==> src/rtl/regfile_wb_arbiter_if.sv <==
// Bundle of the writeback arbiter's bus signals: pipeline request, long-latency
// result stream, register-file write port and FIFO status.
interface regfile_wb_arbiter_if #(
   parameter int DEPTH = 4
);
   logic                     i_pipe_valid;
   logic [4:0]               i_pipe_addr;
   logic [31:0]              i_pipe_data;
   logic                     o_pipe_stall;
   logic                     i_ll_valid;
   logic                     o_ll_ready;
   logic [4:0]               i_ll_addr;
   logic [31:0]              i_ll_data;
   logic                     o_write;
   logic [4:0]               o_write_addr;
   logic [31:0]              o_write_data;
   logic [$clog2(DEPTH):0]   o_fifo_count;

   modport slave (
      input  i_pipe_valid, i_pipe_addr, i_pipe_data,
      input  i_ll_valid, i_ll_addr, i_ll_data,
      output o_pipe_stall, o_ll_ready,
      output o_write, o_write_addr, o_write_data, o_fifo_count
   );

   modport master (
      output i_pipe_valid, i_pipe_addr, i_pipe_data,
      output i_ll_valid, i_ll_addr, i_ll_data,
      input  o_pipe_stall, o_ll_ready,
      input  o_write, o_write_addr, o_write_data, o_fifo_count
   );
endinterface

==> src/rtl/regfile_wb_arbiter.sv <==
// Register-file writeback arbiter: pipeline writes win the single write port,
// long-latency results queue in an in-order FIFO and force a stall when starved.
module regfile_wb_arbiter #(
   parameter int DEPTH    = 4,
   parameter int MAX_WAIT = 8
) (
   input  logic                  clk,
   input  logic                  rst_n,
   regfile_wb_arbiter_if.slave   bus
);
   localparam int AW = $clog2(DEPTH);
   localparam int CW = AW + 1;
   localparam int WW = $clog2(MAX_WAIT + 1);
   localparam logic [CW-1:0] FULL_CNT = CW'(DEPTH);
   localparam logic [WW-1:0] WAIT_MAX = WW'(MAX_WAIT);

   logic [4:0]    r_mem_addr [DEPTH];
   logic [31:0]   r_mem_data [DEPTH];
   logic [AW-1:0] r_wr_ptr;
   logic [AW-1:0] r_rd_ptr;
   logic [CW-1:0] r_count;
   logic [WW-1:0] r_wait;
   logic          r_stall;
   logic          r_write;
   logic [4:0]    r_write_addr;
   logic [31:0]   r_write_data;

   logic          w_nonempty;
   logic          w_ready;
   logic          w_pipe_req;
   logic          w_pop;
   logic          w_push;
   logic [CW-1:0] w_count_nxt;
   logic [WW-1:0] w_wait_nxt;

   // Arbitration, FIFO handshake and next-state of count and wait counter
   always_comb begin
      w_nonempty = (r_count != {CW{1'b0}});
      w_ready    = (r_count < FULL_CNT);
      w_pipe_req = bus.i_pipe_valid && (bus.i_pipe_addr != 5'd0) && !r_stall;
      w_pop      = !w_pipe_req && w_nonempty;
      w_push     = bus.i_ll_valid && w_ready && (bus.i_ll_addr != 5'd0);

      case ({w_push, w_pop})
         2'b10:   w_count_nxt = r_count + CW'(1);
         2'b01:   w_count_nxt = r_count - CW'(1);
         default: w_count_nxt = r_count;
      endcase

      if (w_pop || !w_nonempty) begin
         w_wait_nxt = {WW{1'b0}};
      end else if (r_wait == WAIT_MAX) begin
         w_wait_nxt = r_wait;
      end else begin
         w_wait_nxt = r_wait + WW'(1);
      end
   end

   // FIFO storage, pointers, starvation tracking and the registered write port
   always_ff @(posedge clk or negedge rst_n) begin
      if (!rst_n) begin
         for (int i = 0; i < DEPTH; i++) begin
            r_mem_addr[i] <= 5'd0;
            r_mem_data[i] <= 32'd0;
         end
         r_wr_ptr     <= {AW{1'b0}};
         r_rd_ptr     <= {AW{1'b0}};
         r_count      <= {CW{1'b0}};
         r_wait       <= {WW{1'b0}};
         r_stall      <= 1'b0;
         r_write      <= 1'b0;
         r_write_addr <= 5'd0;
         r_write_data <= 32'd0;
      end else begin
         if (w_push) begin
            r_mem_addr[r_wr_ptr] <= bus.i_ll_addr;
            r_mem_data[r_wr_ptr] <= bus.i_ll_data;
            r_wr_ptr             <= r_wr_ptr + AW'(1);
         end
         if (w_pop) begin
            r_rd_ptr <= r_rd_ptr + AW'(1);
         end
         r_count <= w_count_nxt;
         r_wait  <= w_wait_nxt;
         // Stall is visible exactly in the cycle the wait counter sits at MAX_WAIT
         r_stall <= (w_wait_nxt == WAIT_MAX);

         if (w_pipe_req) begin
            r_write      <= 1'b1;
            r_write_addr <= bus.i_pipe_addr;
            r_write_data <= bus.i_pipe_data;
         end else if (w_pop) begin
            r_write      <= 1'b1;
            r_write_addr <= r_mem_addr[r_rd_ptr];
            r_write_data <= r_mem_data[r_rd_ptr];
         end else begin
            r_write <= 1'b0;
         end
      end
   end

   assign bus.o_pipe_stall = r_stall;
   assign bus.o_ll_ready   = w_ready;
   assign bus.o_write      = r_write;
   assign bus.o_write_addr = r_write_addr;
   assign bus.o_write_data = r_write_data;
   assign bus.o_fifo_count = r_count;
endmodule

==> src/flat_wrapper.sv <==
// flat-port wrapper written by rule: the top's interface ports become plain ports
module regfile_wb_arbiter_flat 
#(
   parameter int DEPTH    = 4,
   parameter int MAX_WAIT = 8
)
  (clk, rst_n, bus_i_pipe_valid, bus_i_pipe_addr, bus_i_pipe_data, bus_i_ll_valid, bus_i_ll_addr, bus_i_ll_data, bus_o_pipe_stall, bus_o_ll_ready, bus_o_write, bus_o_write_addr, bus_o_write_data, bus_o_fifo_count);
  regfile_wb_arbiter_if #(.DEPTH(DEPTH)) bus_i ();
  input  logic clk;
  input  logic rst_n;
  input wire logic [$bits(bus_i.i_pipe_valid)-1:0] bus_i_pipe_valid;
  input wire logic [$bits(bus_i.i_pipe_addr)-1:0] bus_i_pipe_addr;
  input wire logic [$bits(bus_i.i_pipe_data)-1:0] bus_i_pipe_data;
  input wire logic [$bits(bus_i.i_ll_valid)-1:0] bus_i_ll_valid;
  input wire logic [$bits(bus_i.i_ll_addr)-1:0] bus_i_ll_addr;
  input wire logic [$bits(bus_i.i_ll_data)-1:0] bus_i_ll_data;
  output wire logic [$bits(bus_i.o_pipe_stall)-1:0] bus_o_pipe_stall;
  output wire logic [$bits(bus_i.o_ll_ready)-1:0] bus_o_ll_ready;
  output wire logic [$bits(bus_i.o_write)-1:0] bus_o_write;
  output wire logic [$bits(bus_i.o_write_addr)-1:0] bus_o_write_addr;
  output wire logic [$bits(bus_i.o_write_data)-1:0] bus_o_write_data;
  output wire logic [$bits(bus_i.o_fifo_count)-1:0] bus_o_fifo_count;
  assign bus_i.i_pipe_valid = bus_i_pipe_valid;
  assign bus_i.i_pipe_addr = bus_i_pipe_addr;
  assign bus_i.i_pipe_data = bus_i_pipe_data;
  assign bus_i.i_ll_valid = bus_i_ll_valid;
  assign bus_i.i_ll_addr = bus_i_ll_addr;
  assign bus_i.i_ll_data = bus_i_ll_data;
  assign bus_o_pipe_stall = bus_i.o_pipe_stall;
  assign bus_o_ll_ready = bus_i.o_ll_ready;
  assign bus_o_write = bus_i.o_write;
  assign bus_o_write_addr = bus_i.o_write_addr;
  assign bus_o_write_data = bus_i.o_write_data;
  assign bus_o_fifo_count = bus_i.o_fifo_count;
  regfile_wb_arbiter #(.DEPTH(DEPTH), .MAX_WAIT(MAX_WAIT)) u_core (.clk(clk), .rst_n(rst_n), .bus(bus_i));
endmodule
==> config.mk <==
export PLATFORM = sky130hd
export DESIGN_NAME = regfile_wb_arbiter_flat
export DESIGN_NICKNAME = d
export VERILOG_FILES = /design/src/rtl/regfile_wb_arbiter_if.sv /design/src/rtl/regfile_wb_arbiter.sv /design/src/flat_wrapper.sv
export SDC_FILE = /design/constraint.sdc
export NUM_CORES = 1
export LEC_CHECK = 0
export CORE_MARGIN = 3
export CORE_UTILIZATION = 60
export CTS_BUF_LIST = sky130_fd_sc_hd__clkbuf_8 sky130_fd_sc_hd__clkbuf_16
export DETAILED_ROUTE_END_ITERATION = 10
export GPL_TIMING_DRIVEN = 0
export PLACE_DENSITY = 0.93
export SLEW_MARGIN = 0
export SYNTH_ARGS = -nofsm -noshare
export SYNTH_HDL_FRONTEND = slang
export SYNTH_SLANG_ARGS = --single-unit
export TNS_END_PERCENT = 100
==> constraint.sdc <==
create_clock -name clk -period 4.19 [get_ports clk]
set_input_delay 0.419 -clock clk [delete_from_list [all_inputs] [get_ports clk]]
set_output_delay 0.419 -clock clk [all_outputs]
set_load 0.01 [all_outputs]
==> metrics.log, run 1 <==
[metrics] number of synthesis warnings: 0
[metrics] deepest clock path buffer count: 2
[metrics] final-report hold violation count: 0
[metrics] commonest register cell after synthesis: dfrtp_1
[metrics] compound-gate portion of the synthesized area: 3.03%
[metrics] total die area: 17100 sq um
[metrics] Non-Filler Instances: 989
[metrics] clock root cell: clkbuf_16
[metrics] proportion of synthesized area in mux cells: 31.6%
[metrics] Setup TNS Final: 0 ns
[metrics] Chip Width: 131 um
[metrics] Finished Core Util: 75.6%
[metrics] drt first pass iters: 5
[metrics] HPWL after DPL: 15100 um
[metrics] count of vias placed by the detailed router: 5896
[metrics] Avg Synthesized Cell Area: 15.0 sq um
[metrics] Antenna Nets Post-Route: 0
[metrics] overall overflow remaining after global route: 0
[metrics] RSZ-0062 raised after global routing: no
[metrics] area of the core: 15300 sq um
[metrics] Clock H-tree levels: 4
[metrics] Tightest Pin Transition: 1.04 ns
[metrics] outcome: finished, final reports clean
[metrics] flop and latch count out of synthesis: 198
[metrics] number of nets produced by synthesis: 710
[metrics] leak pwr: 5.32 nW
[metrics] max-capacitance violation count: 0
[metrics] cts repair resizes: 0
[metrics] largest cells by area after synthesis: dfrtp_1, mux2_4, mux4_2, mux2_2, nand2_1
[metrics] total CTS buffers: 17
[metrics] type of destination of the critical path: flop
[metrics] Peak Freq: 349 MHz
[metrics] most common cell in the synthesized netlist: dfrtp_1
[metrics] post-synth top area share: 52.9%
[metrics] fraction of final layout cells sized beyond drive strength 1: 31.8%
[metrics] Worst Skew: 0.00600 ns
[metrics] number of distinct library cells after synthesis: 32
[metrics] hold crit path type: in -> async
[metrics] post-CTS setup repair buffer count: 0
[metrics] Vias/cell: 5.96
[metrics] category of the critical setup timing path: in -> reg
[metrics] xor-xnor portion of the synthesized cell area: 0.748%
[metrics] number of global-route vias before repair: 6485
[metrics] total I/O pin count: 121
[metrics] main combinational cell family by area after synthesis: multiplexers
[metrics] simple-gate share of the synthesized area: 6.39%
[metrics] Die Span Y: 131 um
[metrics] final setup violation count: 0
[metrics] share of the yosys chip area belonging to registers: 52.9%
[metrics] drt drc: 0
[metrics] Final Routed Wirelength: 23000 um
[metrics] number of antenna violations at the first check in global routing: 1
[metrics] data arrival time at the worst-slack endpoint: 3.21 ns
[metrics] top cells by count, synth: dfrtp_1, mux2_4, nand2_1
[metrics] max-slew violation count: 0
[metrics] # clock sinks: 198
[metrics] fraction of registers with async set/reset: 100%
[metrics] maximum ir drop on the vdd rail: 0.000452 V
[metrics] maximum fanout along the worst path: 9
[metrics] number of input and output port buffers inserted: 120
[metrics] final critical delay including setup and external delays: 2.87 ns
[metrics] number of fill cells in the layout: 855
[metrics] post-cts hold buffer count: 0
[metrics] num rows: 45
[metrics] global-route wire length before repair: 35700 um
[metrics] Final period util: 68.4%
[metrics] Post-synth EDFFs: 0
[metrics] relative max-transition margin: 30.1%
[metrics] adder-cell share of the synthesized area: 1.15%
[metrics] Layout area overhead: 23.1%
[metrics] CTS clock-pin slew for the worst setup and hold paths: 0.07 ns
[metrics] cell type contributing the most total cell area after synthesis: dfrtp_1
[metrics] instance count after placement with tap cells included: 956
[metrics] Synth Cell Area: 9370 sq um
[metrics] Post-Route Hold Slack: 0.0497 ns
[metrics] initial standard-cell utilization of the core: 61.4%
[metrics] Pwr per Cell Area: 805 nW/um^2
[metrics] gp weighted congestion: 0.791
[metrics] number of DRC violations after detailed-routing iteration 0: 577
[metrics] number of nets in the final layout: 850
[metrics] clock latency at the later pin of the worst-skew pair: 0.43 ns
[metrics] Post-Syn Instances: 624
[metrics] Worst Path Required: 4.53 ns
[metrics] WL per Instance: 23.2 um
[metrics] largest net degree at the start of global routing: 114
[metrics] clock tree from TritonCTS: built
[metrics] kind of start point of the critical path: input port
[metrics] total routing usage reported by global routing: 27.7%
-- per-layer routing --
metal,share of wire [%],global-route usage [%]
met2,53,45.7
met3,4.6,5.33
met5,0,0
met1,39,35.3
met4,3.2,13.4
-- final cells by class --
class | instances | area (sq um) | area share, %
well taps | 211 | 264 | 2.29
inverters | 9 | 33.8 | 0.293
diodes | 1 | 2.50 | 0.0217
clock inverters | 12 | 195 | 1.69
clock buffers | 20 | 467 | 4.05
repair buffers | 121 | 1230 | 10.7
plain buffers | 37 | 357 | 3.09
flip-flops and latches | 198 | 4950 | 43.0
multi-input cells | 380 | 4020 | 34.9
-- placed cells by master (no fill, tap or decap), drive strengths merged, types with 2 or more instances in the layout --
cell type      synthesis  layout
mux2                 149     149
bufinv                 0       5
a32oi                  2       2
clkdlybuf4s50          0     119
xor2                   3       3
clkbuf                12      32
nand2                 82      82
nor3                   4       4
xnor2                  5       5
buf                   25      27
ha                     7       7
nor2                  37      37
mux4                  37      37
a21oi                  2       2
nand3                  5       5
inv                    9      13
clkinv                 0       3
dfrtp                198     198
nor3b                  2       2
a31oi                 35      35
o21ai                  3       3
-- registers in the layout (all words and copies together), names as in the netlist --
register / cells
u_core.bus.o_fifo_count: 3
u_core.bus.o_pipe_stall: 1
u_core.bus.o_write: 1
u_core.bus.o_write_addr: 5
u_core.bus.o_write_data: 32
u_core.r_mem_addr: 20
u_core.r_mem_data: 128
u_core.r_rd_ptr: 2
u_core.r_wait: 4
u_core.r_wr_ptr: 2
-- per-stage QoR --
stage | instance area (sq um) | total power [mW] | setup WS, ns
after detailed placement | 10900 | 7.35 | 0.970
after CTS | 11500 | 9.27 | 1.37
after global placement | 10800 | 7.07 | -4.59
after global routing | 11500 | 9.70 | 1.27
final | 11500 | 9.28 | 1.32
after floorplan | 9370 | 6.07 | 1.79
-- worst paths after layout --
path / start / end / slack [ns] / depth (start not counted)
worst max-delay path: bus_i_pipe_addr[1] / u_core.bus.o_fifo_count[2] / 1.32 / 10
worst min-delay path: rst_n / u_core.bus.o_write_data[28] / 0.05 / 1
worst max register to register: u_core.bus.o_fifo_count[0] / u_core.bus.o_fifo_count[2] / 1.52 / 10
worst min register to register: u_core.r_mem_data[47] / u_core.r_mem_data[47] / 0.51 / 1
max in group asynchronous: rst_n / u_core.r_mem_data[4] / 3.21 / 2
min in group clk: u_core.r_mem_data[47] / u_core.r_mem_data[47] / 0.51 / 1
-- kinds of logic (layout without fill, tap and decap cells) --
logic type,after synthesis,count (layout)
AO/OA/AOI/OAI,44,44
XOR/XNOR,8,8
adder cells (fa/ha/maj),8,8
buffers and inverters,46,199
flip-flops,198,198
multiplexers,186,186
other,0,1
AND/OR/NAND/NOR,134,134
-- worst max-delay path, stage by stage --
cell             delay [ns]
clkdlybuf4s50_1        0.42
or4_1                  0.54
o21ai_2                0.45
and2_1                 0.26
ha_1                   0.20
inv_1                  0.06
fa_1                   0.38
xor2_1                 0.15
nor2_1                 0.15
xnor2_1                0.17
-- power breakdown --
| group | total, mW | internal (mW) | leakage [nW] | switching [mW] |
|---|---|---|---|---|
| logic | 3.96 | 2.38 | 2.62 | 1.58 |
| registers | 3.48 | 2.87 | 2.37 | 0.615 |
| clock network | 1.83 | 1.11 | 0.332 | 0.725 |
| total | 9.28 | 6.35 | 5.32 | 2.92 |
Power figures use the tool's default switching activity.
==> inputs of run 2 (changes only) <==
- CORE_UTILIZATION: 60 -> 50
- PLACE_DENSITY: 0.93 -> 0.83
- clock period: 4.19 -> 2.4 ns (I/O delays scaled with it)
==> run 2 against run 1 <==
  * Total power grew 72%
  * Utilization fell by 12 points
  * Combinational power is 70% higher
  * First-iteration DRC count down 35%
  * Sequential share of layout area down 0.31 points
  * Clock skew up 0.0041 ns
  * Setup slack got worse by 1.3 ns
  * Die area up 19%
  * Clock-buffer cell count unchanged
  * Cell count up 1.8%
  * Largest power group unchanged
==> metrics.log, run 2 (synthesis results as in run 1) <==
[metrics] Pwr per Cell Area: 1370 nW/um^2 (+70%)
[metrics] num rows: 49 (+8.9%)
[metrics] deepest clock path buffer count: 2 (unchanged)
[metrics] maximum cell stage delay along the critical path: 0.57 ns (+0.03 ns)
[metrics] final critical delay including setup and external delays: 2.34 ns
[metrics] Setup TNS Final: 0 ns (unchanged)
[metrics] cell chain of the critical path: clkdlybuf4s50_1 > or4_4 > o21ai_4 > and2_1 > ha_2 > inv_1 > fa_1 > xor2_1 > nor2_1 > xnor2_1
[metrics] count of vias placed by the detailed router: 5640 (-4.3%)
[metrics] Final period util: 97.5%
[metrics] fraction of final layout cells sized beyond drive strength 1: 32.3% (+0.47 points)
[metrics] initial standard-cell utilization of the core: 51.4% (-9.9 points)
[metrics] start of the worst register-to-register path: u_core.bus.o_fifo_count[2]
[metrics] type of destination of the critical path: flop
[metrics] number of cell instances on the worst register-to-register path: 10 (unchanged)
[metrics] capture instance of the worst register-to-register path: u_core.bus.o_fifo_count[2]
[metrics] max reg flops: 128 (unchanged)
[metrics] Antenna Nets Post-Route: 0 (unchanged)
[metrics] busiest layer in global routing: met2
[metrics] clock root cell: clkbuf_16
[metrics] number of nets in the final layout: 854 (+0.47%)
[metrics] internal power summed over all cells: 11.2 mW (+76%)
[metrics] final cell area excluding filler cells: 11600 sq um (+0.74%)
[metrics] Die Span Y: 143 um (+9.1%)
[metrics] Worst Path Required: 2.75 ns (-1.78 ns)
[metrics] met2 routing resource usage after global routing: 33.2% (-13 points)
[metrics] largest net degree at the start of global routing: 124 (+8.8%)
[metrics] number of antenna violations at the first check in global routing: 0 (-1)
[metrics] category of the critical setup timing path: in -> reg
[metrics] total die area: 20400 sq um (+19%)
[metrics] data arrival time at the worst-slack endpoint: 2.69 ns (-0.52 ns)
[metrics] Clock H-tree levels: 4 (unchanged)
[metrics] worst hold start: bus_i_ll_addr[3]
[metrics] register ranked first by flip-flop count: u_core.r_mem_data
[metrics] Crit-path slowest cell: or4_4
[metrics] number of DRC violations after detailed-routing iteration 0: 376 (-35%)
[metrics] Tightest Pin Transition: 0.873 ns (-0.168 ns)
[metrics] area of the core: 18200 sq um (+19%)
[metrics] antenna fix cells: 0 (-1)
[metrics] Worst Skew: 0.0101 ns (+0.00409 ns)
[metrics] switching power share of the total: 29.9% (-1.7 points)
[metrics] clock tree from TritonCTS: built
[metrics] gp weighted congestion: 0.760 (-3.9%)
[metrics] flop2flop setup slack: 0.16 ns (-1.36 ns)
[metrics] highest-count cells in the layout ignoring fill and taps: dfrtp_1, mux2_4, clkdlybuf4s50_1
[metrics] kind of start point of the critical path: input port
[metrics] number of global-route vias before repair: 6095 (-6.0%)
[metrics] Chip Width: 143 um (+9.1%)
[metrics] outcome: finished, final reports clean
[metrics] cell area after placement: 10900 sq um (+0.21%)
[metrics] HPWL after DPL: 13300 um (-12%)
[metrics] # clock sinks: 198 (unchanged)
[metrics] max-capacitance violation count: 0 (unchanged)
[metrics] Seq pwr share: 37.3% (-0.2 points)
[metrics] met3 Track Usage GR: 4.09% (-1.2 points)
[metrics] total CTS buffers: 17 (unchanged)
[metrics] final setup violation count: 0 (unchanged)
[metrics] overall overflow remaining after global route: 0 (unchanged)
[metrics] final-report hold violation count: 0 (unchanged)
[metrics] end point of the most critical hold path: u_core.r_mem_addr[3]
[metrics] Final Routed Wirelength: 20300 um (-11%)
[metrics] hold crit path type: in -> reg
[metrics] clock latency at the later pin of the worst-skew pair: 0.43 ns (about the same)
[metrics] max-slew violation count: 0 (unchanged)
[metrics] total I/O pin count: 121 (unchanged)
[metrics] WL per Instance: 20.2 um (-13%)
[metrics] drt first pass iters: 5 (unchanged)
[metrics] number of input and output port buffers inserted: 120 (unchanged)
[metrics] total routing usage reported by global routing: 20.9% (-6.7 points)
[metrics] CTS clock-pin slew for the worst setup and hold paths: 0.07 ns (about the same)
[metrics] drt drc: 0 (unchanged)
[metrics] Layout area overhead: 24.0%
[metrics] Switching Power: 4.76 mW (+63%)
[metrics] clock share of power: 20.4% (+0.6 points)
[metrics] maximum ir drop on the vdd rail: 0.000753 V (+67%)
[metrics] maximum fanout along the worst path: 4 (-5)
[metrics] hold depth: 2
[metrics] GRT met1 Usage: 29.0% (-6.3 points)
[metrics] Peak Freq: 427 MHz
[metrics] relative max-transition margin: 41.5% (+11 points)
[metrics] global-route wire length before repair: 33000 um (-7.5%)
[metrics] most frequent standard cell in the layout excluding fill and tap cells: dfrtp_1
[metrics] Vias/cell: 5.60 (-6.1%)
[metrics] leak pwr: 5.37 nW (+0.92%)
[metrics] part of the total power dissipated in combinational logic: 42.3% (-0.4 points)
-- run 2: what timing repair did --
action	CTS	global route
pin swaps	0	1
buffers inserted	0	3
endpoints found under the hold margin	75	0
hold buffers	1	0
gates resized for setup	3	7
endpoints found under the setup margin	14	2
-- run 2: final cells by class --
| class | instances | area (sq um) |
|---|---|---|
| buffer | 37 | 360 |
| clock buffer | 20 | 467 |
| clock inverter | 9 | 198 |
| fill | 1307 | 6600 |
| inverter | 9 | 33.8 |
| multi-input combinational | 380 | 4040 |
| sequential | 198 | 4950 |
| tap | 229 | 287 |
| timing repair buffer | 125 | 1270 |
-- run 2: how the worst max path moves through the flow --
stage                  startpoint                         end  slack [ns]  cells past startpoint
5_1_grt        bus_i_pipe_addr[1]  u_core.bus.o_fifo_count[2]       -0.02                     10
3_3_place_gp                rst_n        u_core.r_mem_addr[6]       -7.07                      1
4_1_cts        bus_i_pipe_addr[1]  u_core.bus.o_fifo_count[2]       -0.08                     10
6_report       bus_i_pipe_addr[1]  u_core.bus.o_fifo_count[2]        0.06                     10
3_5_place_dp   bus_i_pipe_addr[1]  u_core.bus.o_fifo_count[2]       -0.60                     10
2_1_floorplan  bus_i_pipe_addr[1]  u_core.bus.o_fifo_count[2]        0.18                      9
-- run 2: metal layers --
| layer | part of all wire (%) | vias up |
|---|---|---|
| li1 | - | 2512 |
| met1 | 44 | 2947 |
| met2 | 49 | 146 |
| met3 | 4.1 | 35 |
| met4 | 2.6 | 0 |
| met5 | 0 | - |
-- run 2: critical path, delay by kind of cell --
kind | cells | cell delay (ns)
compound gates | 1 | 0.20
simple gates | 3 | 0.87
fa+ha+maj | 2 | 0.57
buf+inv | 2 | 0.52
xor+xnor | 2 | 0.28
-- run 2: stage by stage --
stage / cells / hold WS, ns / setup slack [ns] / power [mW] / utilization (%)
floorplan: 624 / -0.0556 / 0.178 / 10.6 / -
global placement: 973 / 0.482 / -7.07 / 12.5 / 59.6
detailed placement: 974 / 0.252 / -0.602 / 12.7 / 59.8
CTS: 1004 / 0.370 / -0.0760 / 16.0 / 63.6
global route: 1007 / 0.202 / -0.0160 / 16.8 / 63.8
finish: 1007 / 0.199 / 0.0599 / 15.9 / 63.8
-- run 2: power groups by stage --
stage	Combinational (mW)	Sequential [mW]	Clock [mW]
after floorplan	4.76	5.84	0
after global placement	6.57	5.88	0
after detailed placement	6.75	5.92	0
after CTS	6.80	5.92	3.28
after global routing	7.27	6.12	3.42
final	6.74	5.94	3.25
